File: config.mk
export PLATFORM = sky130hd
export DESIGN_NAME = alu_seq
export DESIGN_NICKNAME = d
export VERILOG_FILES = /design/src/rtl/alu_pkg.sv /design/src/rtl/alu_mul_iter.sv /design/src/rtl/alu_seq.sv
export SDC_FILE = /design/constraint.sdc
export NUM_CORES = 1
export LEC_CHECK = 0
export ABC_AREA = 1
export ABC_CLOCK_PERIOD_IN_PS = 2700
export CAP_MARGIN = 0
export CORE_ASPECT_RATIO = 0.7
export CORE_MARGIN = 2
export CORE_UTILIZATION = 35
export CTS_BUF_LIST = sky130_fd_sc_hd__clkbuf_4
export CTS_CLUSTER_SIZE = 16
export DETAILED_ROUTE_END_ITERATION = 6
export HOLD_SLACK_MARGIN = 0.02
export SLEW_MARGIN = 15
export SYNTH_ARGS = -nofsm -noshare
export SYNTH_HDL_FRONTEND = slang
export SYNTH_SLANG_ARGS = --single-unit
export TNS_END_PERCENT = 10
File: constraint.sdc
create_clock -name clk -period 2.7 [get_ports clk]
set_input_delay 0.54 -clock clk [delete_from_list [all_inputs] [get_ports clk]]
set_output_delay 0.54 -clock clk [all_outputs]
set_load 0.01 [all_outputs]
File: src/rtl/alu_pkg.sv
// alu_pkg: op encoding, FSM state type and flag bit positions shared by the ALU block
package alu_pkg;
   localparam logic [3:0] OP_ADD  = 4'd0;
   localparam logic [3:0] OP_SUB  = 4'd1;
   localparam logic [3:0] OP_AND  = 4'd2;
   localparam logic [3:0] OP_OR   = 4'd3;
   localparam logic [3:0] OP_XOR  = 4'd4;
   localparam logic [3:0] OP_SRA  = 4'd5;
   localparam logic [3:0] OP_SRL  = 4'd6;
   localparam logic [3:0] OP_SLL  = 4'd7;
   localparam logic [3:0] OP_MUL  = 4'd8;
   localparam logic [3:0] OP_SLT  = 4'd9;
   localparam logic [3:0] OP_SLTU = 4'd10;

   localparam int F_ZERO  = 0;
   localparam int F_NEG   = 1;
   localparam int F_CARRY = 2;
   localparam int F_OVF   = 3;
   localparam int F_ILL   = 4;

   typedef enum logic [1:0] {IDLE, BUSY, DONE} state_t;
endpackage

File: src/rtl/alu_mul_iter.sv
// alu_mul_iter: shift-add multiplier, one step per cycle, low WIDTH bits of a*b
module alu_mul_iter #(
   parameter int WIDTH = 32
) (
   input  logic             clk,
   input  logic             rst_n,
   input  logic             start,
   input  logic [WIDTH-1:0] a,
   input  logic [WIDTH-1:0] b,
   output logic             done,
   output logic [WIDTH-1:0] prod
);
   localparam int CW = $clog2(WIDTH);
   logic [WIDTH-1:0] acc, mcand, mplier;
   logic [CW-1:0]    cnt;
   logic             busy;
   // prod is the accumulator after the current step, valid while done is high
   assign prod = acc + (mplier[0] ? mcand : '0);
   assign done = busy && cnt == CW'(WIDTH - 1);
   always_ff @(posedge clk or negedge rst_n)
      if (!rst_n) begin
         acc    <= '0;
         mcand  <= '0;
         mplier <= '0;
         cnt    <= '0;
         busy   <= 1'b0;
      end else if (start) begin
         acc    <= '0;
         mcand  <= a;
         mplier <= b;
         cnt    <= '0;
         busy   <= 1'b1;
      end else if (busy) begin
         acc    <= prod;
         mcand  <= mcand << 1;
         mplier <= mplier >> 1;
         cnt    <= cnt + 1'b1;
         busy   <= !done;
      end
endmodule

File: src/rtl/alu_seq.sv
// alu_seq: valid/ready ALU; single-cycle ops finish at accept, MUL iterates WIDTH cycles
import alu_pkg::*;

module alu_seq #(
   parameter int WIDTH = 32,
   parameter int SHW   = $clog2(WIDTH)
) (
   input  logic             clk,
   input  logic             rst_n,
   input  logic             in_valid,
   output logic             in_ready,
   input  logic [3:0]       op,
   input  logic [WIDTH-1:0] a,
   input  logic [WIDTH-1:0] b,
   output logic             out_valid,
   input  logic             out_ready,
   output logic [WIDTH-1:0] result,
   output logic [4:0]       flags
);
   state_t           state_q, state_d;
   logic             accept, mul_start, mul_done;
   logic [WIDTH-1:0] mul_prod, alu_r;
   logic [WIDTH:0]   sum, diff;
   logic [4:0]       alu_f, mul_f;
   logic             c, v, ill;

   assign in_ready  = state_q == IDLE;
   assign out_valid = state_q == DONE;
   assign accept    = in_ready && in_valid;
   assign mul_start = accept && op == OP_MUL;
   assign sum       = {1'b0, a} + {1'b0, b};
   assign diff      = {1'b0, a} - {1'b0, b};

   alu_mul_iter #(.WIDTH(WIDTH)) u_mul (
      .clk   (clk),
      .rst_n (rst_n),
      .start (mul_start),
      .a     (a),
      .b     (b),
      .done  (mul_done),
      .prod  (mul_prod)
   );

   always_comb begin
      alu_r = '0;
      c     = 1'b0;
      v     = 1'b0;
      ill   = 1'b0;
      case (op)
         OP_ADD: begin
            alu_r = sum[WIDTH-1:0];
            c     = sum[WIDTH];
            v     = a[WIDTH-1] == b[WIDTH-1] && sum[WIDTH-1] != a[WIDTH-1];
         end
         OP_SUB: begin
            alu_r = diff[WIDTH-1:0];
            c     = !diff[WIDTH];
            v     = a[WIDTH-1] != b[WIDTH-1] && diff[WIDTH-1] != a[WIDTH-1];
         end
         OP_AND:  alu_r = a & b;
         OP_OR:   alu_r = a | b;
         OP_XOR:  alu_r = a ^ b;
         OP_SRA:  alu_r = WIDTH'($signed(a) >>> b[SHW-1:0]);
         OP_SRL:  alu_r = a >> b[SHW-1:0];
         OP_SLL:  alu_r = a << b[SHW-1:0];
         OP_SLT:  alu_r = {{(WIDTH-1){1'b0}}, $signed(a) < $signed(b)};
         OP_SLTU: alu_r = {{(WIDTH-1){1'b0}}, a < b};
         OP_MUL:  alu_r = '0;
         default: ill = 1'b1;
      endcase
      alu_f          = '0;
      alu_f[F_ZERO]  = alu_r == '0;
      alu_f[F_NEG]   = alu_r[WIDTH-1];
      alu_f[F_CARRY] = c;
      alu_f[F_OVF]   = v;
      alu_f[F_ILL]   = ill;
      mul_f          = '0;
      mul_f[F_ZERO]  = mul_prod == '0;
      mul_f[F_NEG]   = mul_prod[WIDTH-1];
   end

   // DONE->IDLE takes priority implicitly: in_ready is low in DONE, so no accept on release
   always_comb begin
      state_d = state_q;
      case (state_q)
         IDLE:    state_d = accept ? (op == OP_MUL ? BUSY : DONE) : IDLE;
         BUSY:    state_d = mul_done ? DONE : BUSY;
         DONE:    state_d = out_ready ? IDLE : DONE;
         default: state_d = IDLE;
      endcase
   end

   always_ff @(posedge clk or negedge rst_n)
      if (!rst_n) begin
         state_q <= IDLE;
         result  <= '0;
         flags   <= '0;
      end else begin
         state_q <= state_d;
         if (accept && op != OP_MUL) begin
            result <= alu_r;
            flags  <= alu_f;
         end else if (state_q == BUSY && mul_done) begin
            result <= mul_prod;
            flags  <= mul_f;
         end
      end
endmodule
-- Yosys cells after proc, flatten, opt, wreduce, memory -nomap -nowiden
Cells that the tools add are included.
- bits in registers: 141
- bitwise logic cells: 3
- equal/unequal tests: 18
- muxes and demuxes: 24
- $lt $le $gt $ge: 2
- reductions and logical operators: 16
- add/sub/neg operators: 4
- shift operators: 3
- operators by type and width (kind ; count):
    $pmux 32 s10 ; 1
    $mux 32 ; 9
    $logic_not 32->1 ; 2
    $lt 32x32->1 ; 2
    $add 32x32->33 ; 1
    $sub 32x32->33 ; 1
    $add 32x32->32 ; 1
    $and 32x32->32 ; 1
    $or 32x32->32 ; 1
    $shl 32x5->32 ; 1
    $shr 32x5->32 ; 1
    $sshr 32x5->32 ; 1
    $xor 32x32->32 ; 1
    $mux 5 ; 4
    $eq 4x3->1 const B ; 4
    $eq 4x4->1 const B ; 3
    $reduce_or 11->1 ; 1
    $eq 4x2->1 const B ; 2
    $mux 2 ; 4
    $logic_and 1x1->1 ; 7
    $pmux 2 s3 ; 1
    $add 5x1->5 const B ; 1
    $eq 5x5->1 const B ; 1
    $eq 4x1->1 const B ; 1
    other kinds (11) ; 18

-- Logic depth before layout (Yosys ltp)
- depth after elaboration: 5
- depth in mapped cells: 28
- depth with buffers taken out: 24

-- Cells and area by module
Synthesis repeated with hierarchy kept, for this count alone.
- cell total of the unflattened synthesis: 3466
- area, all modules: 19234.7 um2
- by module, submodules not included (module ; sequential area each (um2) ; area an instance (um2) ; cells an instance ; instances):
    alu_seq ; 950.9 ; 12268.0 ; 2452 ; 1
    alu_mul_iter ; 2552.4 ; 6966.7 ; 1014 ; 1

-- Least setup slack after synthesis
OpenSTA, ideal clock, no wires.
- kind: input -> register
- start point: input port b[2]
- end point: register flags[0]
- stages on the path: 25
- required time: 2.635 ns
- data arrival time: 3.032 ns
- setup time: 0.065 ns
- path buffers: 4
- slack: -0.397 ns
- cell sequence: buf_2 inv_1 buf_2 buf_1 ha_1 buf_4 nor2_1 nand2_1 nand3_1 nand2_1 nand2_1 nand2_1 nand2_1 nand3_1 nand2_1 nand2_1 nand3_1 nand3_1 nor2_1 nand2_1 nor2_1 nand3_1 nand2_1 nand2_1 nand2_1
- longest elaborated chain between the ends: 4
- elaborated cells on any way between the ends: 13
- RTL lines (item ; line ; source):
    from (decl) ; alu_seq.sv:14 ; input logic [WIDTH-1:0] b,
    $sub 32x32->33, or another cell as far along ; alu_seq.sv:32 ; assign diff = {1'b0, a} - {1'b0, b};
    $pmux 32 s10 * ; alu_seq.sv:49 ; case (op)
    $logic_not 32->1 * ; alu_seq.sv:72 ; alu_f[F_ZERO] = alu_r == '0;
    $mux 5 * ; alu_seq.sv:100 ; if (accept && op != OP_MUL) begin
    to (signal assigned) ; alu_seq.sv:102 ; flags <= alu_f;
    to (signal assigned) ; alu_seq.sv:105 ; flags <= mul_f;
    to (decl) ; alu_seq.sv:18 ; output logic [4:0] flags
Mark *: on every way between the ends. The rest lies on a longest branch, timed or not.
A chain may end at the register's enable or synchronous reset.

-- Worst setup path after layout
- start point: register u_mul.mplier[0]
- end point: register flags[0]
- longest elaborated chain between the ends: 5
- RTL lines (item ; line ; source):
    from (decl) ; alu_mul_iter.sv:14 ; logic [WIDTH-1:0] acc, mcand, mplier;
    from (signal assigned) ; alu_mul_iter.sv:36 ; mplier <= mplier >> 1;
    $mux 32 ; alu_mul_iter.sv:18 ; assign prod = acc + (mplier[0] ? mcand : '0);
    $add 32x32->32 ; alu_mul_iter.sv:18 ;
    $logic_not 32->1 ; alu_seq.sv:78 ; mul_f[F_ZERO] = mul_prod == '0;
    $mux 5 ; alu_seq.sv:103 ; end else if (state_q == BUSY && mul_done) begin
    $mux 5 ; alu_seq.sv:100 ;
No other way between the ends. The select of a mux whose other input is x is not followed.

==> summary.md <==
| Metric | Value |
|---|---|
| MaxCap Viol Count | 0 |
| IO Pins | 111 |
| Crit-path max FO | 6 |
| Initial core utilization | 0.3523 |
| Clock Skew | 42.33 ps |
| DP Wirelength | 96530 µm |
| Sequential element share of the synthesized area | 0.1918 |
| Worst path arrival time | 3830 ps |
| Synth Register Bits | 140 |
| Cells after DPL | 4600 |
| Largest net degree at the start of global routing | 78 |
| Leak Pwr | 0.01471 µW |
| Top cells by area, synth | nand2_1, dfrtp_1, nand3_1, ha_1, inv_1 |
| Relative slew slack | 0.3671 |
| Crit start category | flop |
| Share of the synthesized area in the top cell type | 0.1970 |
| Final setup fails | 31 |
| Final WL | 114700 µm |
| Clock Sink Count | 140 |
| Pre-antenna DRT Iters | 7 |
| Unique masters post-synth | 54 |
| WS Path Type | flop to flop |
| Yosys Warn Count | 0 |
| Final period util | 1.209 |
| Crit path required time | 3260 ps |
| Mean Syn Cell Area | 5.837 µm² |
| Vias | 25660 |
| Floorplan row count | 70 |
| Syn-to-layout area delta | 54.88% |
| Layout cells sized above 1 | 0.3237 |
| Fin crit period | 3263 ps |
| Routed len/inst | 24.65 µm |
| Critical Path Max Stage Delay | 530 ps |
| Cell Area, Synth | 18270 µm² |
| CTS tree | yes |
| Die ar. | 54070 µm² |
| Clock-pin slew on the worst setup and hold paths | 160 ps |
| Leading area contributor after synthesis | nand2_1 |
| Final hold vios | 0 |
| Design Power | 14320 µW |
| Least-Margin Pin Slew | 948.4 ps |
| Vias in the first global route | 23330 |
| Mapped Cells | 3130 |
| Dominant synthesized flop cell | dfrtp_1 |
| Root Buffer | clkbuf_4 |
| Skew-Pair Late Insertion Delay | 650 ps |
| Nets | 4167 |
| Worst-case vdd ir drop | 678.1 µV |
| Final ANT Viol Nets | 0 |
| Chip height | 195.2 µm |
| Buffers on Ports | 110 |
| Post-DR vias/cell | 5.515 |
| Initial antenna violation count | 1 |
| Fraction of registers with async set/reset | 1.000 |
| First-pass GRT wire length | 162700 µm |
| RSZ-0062 raised after global routing | true |
| HP Class | input pin to async pin |
| Total gr overflow | 0 |
| GPL Wtd Cong | 1.105 |
| Most frequent cell on the critical path | nand2_1 |
| Die Width | 277.1 µm |
| Residual DRC | 2 |
| Failing checks | DRC, setup timing |
| 1st-iter DRT viols | 3358 |
| Power per Cell Area | 506.0 nW/µm² |
| Max-slew violations | 0 |
| Final TNS setup | -4470 ps |
| Cells along the critical path | buf_12 -> buf_16 -> nand2_2 -> inv_2 -> ha_4 -> nand2_2 -> nor2_2 -> buf_4 -> nand4_1 -> nand3b_1 -> buf_4 -> xor2_2 -> nor2_1 -> nand2_1 -> nor2_4 -> nand4_1 -> nand2_1 -> nand2_1 -> nand2_1 |
| Number of synthesized flops with an enable pin | 0 |
| Post-Layout Cell Count | 4652 |
| Fmax | 0.3065 GHz |
| Clk buf depth | 2 |
| Slowest-stage cell, CP | dfrtp_2 |
| Status | finished with violations |
| GRT Total Usage | 0.4158 |
| H-tree levels | 4 |
| Final worst setup slack | -563.0 ps |
| Post-Syn Nets | 3343 |
| Crit end category | flop |
| Total CTS buffers | 17 |
| Core area | 51850 µm² |
path summary, 6_finish.rpt:
check / slack [ps] / from / endpoint / cells after the start
min reg2reg: 480 / u_mul.mplier[20]$_DFFE_PN0P_ / u_mul.mplier[19]$_DFFE_PN0P_ / 2
max: -560 / u_mul.mplier[0]$_DFFE_PN0P_ / flags[0]$_DFFE_PN0P_ / 19
min in group clk: 430 / b[3] / u_mul.mplier[3]$_DFFE_PN0P_ / 4
max in group asynchronous: 1800 / rst_n / u_mul.mplier[0]$_DFFE_PN0P_ / 3
max reg2reg: -560 / u_mul.mplier[0]$_DFFE_PN0P_ / flags[0]$_DFFE_PN0P_ / 19
min: 430 / rst_n / u_mul.cnt[1]$_DFFE_PN0P_ / 3
synthesized netlist by cell type, types with 8 or more instances:
master,instances
buf_4,13
buf_2,58
a21oi_1,124
nand3b_1,8
a31oi_1,11
nand2_1,959
a22o_1,8
o221ai_1,40
nor2_2,12
inv_1,388
nand2_2,19
o22ai_1,20
o21ai_0,112
nor2_1,288
xor2_1,13
inv_2,19
and2_1,8
nand4_1,35
o21bai_1,17
xnor2_1,11
ha_1,138
nor3_1,25
o211ai_1,51
clkbuf_1,52
o21ai_1,14
dfrtp_1,140
nand3_1,467
a22oi_1,16
routing by layer:
layer,global-route usage,up-vias,part of all wire
met5,0,-,0
met4,0.08615,0,0.023
met3,0.1390,104,0.15
met2,0.5152,1615,0.35
met1,0.6643,12040,0.48
li1,-,11900,-
state kept, by name, summed over array words and instances, names as in the netlist:
name / flops
u_mul.acc: 32
u_mul.mcand: 32
u_mul.mplier: 32
result: 31
flags: 5
u_mul.cnt: 5
state_q: 2
u_mul.busy: 1
repair_timing:
item | CTS | global route
hold buffers | 1 | 0
cloned | 1 | 0
pin swaps | 59 | 66
gates resized for setup | 288 | 204
endpoints found under the hold margin | 140 | 0
setup buffers | 11 | 9
setup endpoints to repair | 54 | 53
final cells by class:
class | count | area [µm²]
clock inverters | 15 | 156.4
well taps | 684 | 855.8
diodes | 1 | 2.502
repair buffers | 941 | 7707
clock buffers | 17 | 127.6
inverters | 411 | 1574
flip-flops and latches | 140 | 3505
fillers | 5297 | 23560
multi-input cells | 2443 | 14370
cell usage in the layout, fill, tap and decap left out, types with 7 or more instances in the layout:
cell type	synthesis	final
inv_4	2	7
nor2_4	4	34
nand3_2	2	33
a31oi_1	11	8
nor3_1	25	17
ha_1	138	90
a21oi_4	0	13
nand4_1	35	35
nor2_2	12	36
o21ai_2	0	18
a22o_1	8	8
inv_2	19	47
o21bai_1	17	14
o22ai_1	20	20
o21ai_1	14	31
nand2_1	959	877
ha_4	0	39
nor2_1	288	234
buf_4	13	787
a22oi_1	16	16
xor2_1	13	8
ha_2	0	9
nand2_4	5	18
buf_6	6	18
buf_12	0	23
clkbuf_4	0	17
o211ai_1	51	51
a21oi_1	124	87
nand3_1	467	436
dlygate4sd2_1	0	10
inv_1	388	351
nor3_2	0	7
o221ai_1	40	36
a21oi_2	0	24
nand3b_1	8	8
clkdlybuf4s50_1	0	94
and2_1	8	8
nand2_2	19	88
o21ai_0	112	72
dfrtp_1	140	139
metrics by stage:
stage               area (µm²)  hold WS [ps]    util  worst slack, ps
global route             28290         414.5  0.5457           -789.4
detailed placement       25950         474.6  0.5005            -1456
finish                   28290         425.9  0.5457           -563.0
floorplan                18350         244.4       -            3.171
global placement         25950         466.7  0.5005            -1443
CTS                      27470         393.1  0.5297           -468.7
logic make-up after synthesis:
logic type,count (synthesis),share of synthesized area
flops,140,0.1918
fa+ha+maj,141,0.09780
simple gates,1845,0.4314
compound gates,433,0.1456
buf+inv,547,0.1219
xor+xnor,24,0.01151
critical path, delay by kind of cell (launching register included):
| kind | cells | cell delay [ps] |
|---|---|---|
| xor gates and xnor gates | 1 | 60 |
| and+or+nand+nor | 12 | 1630 |
| adders and majority gates | 1 | 330 |
| buffers and inverters | 5 | 650 |
| DFF | 1 | 530 |
where the power goes:
part	switching (µW)	internal [µW]
Clock	1040	494
Sequential	611	2760
Combinational	5380	4040
(Power assumes the default switching activity.)
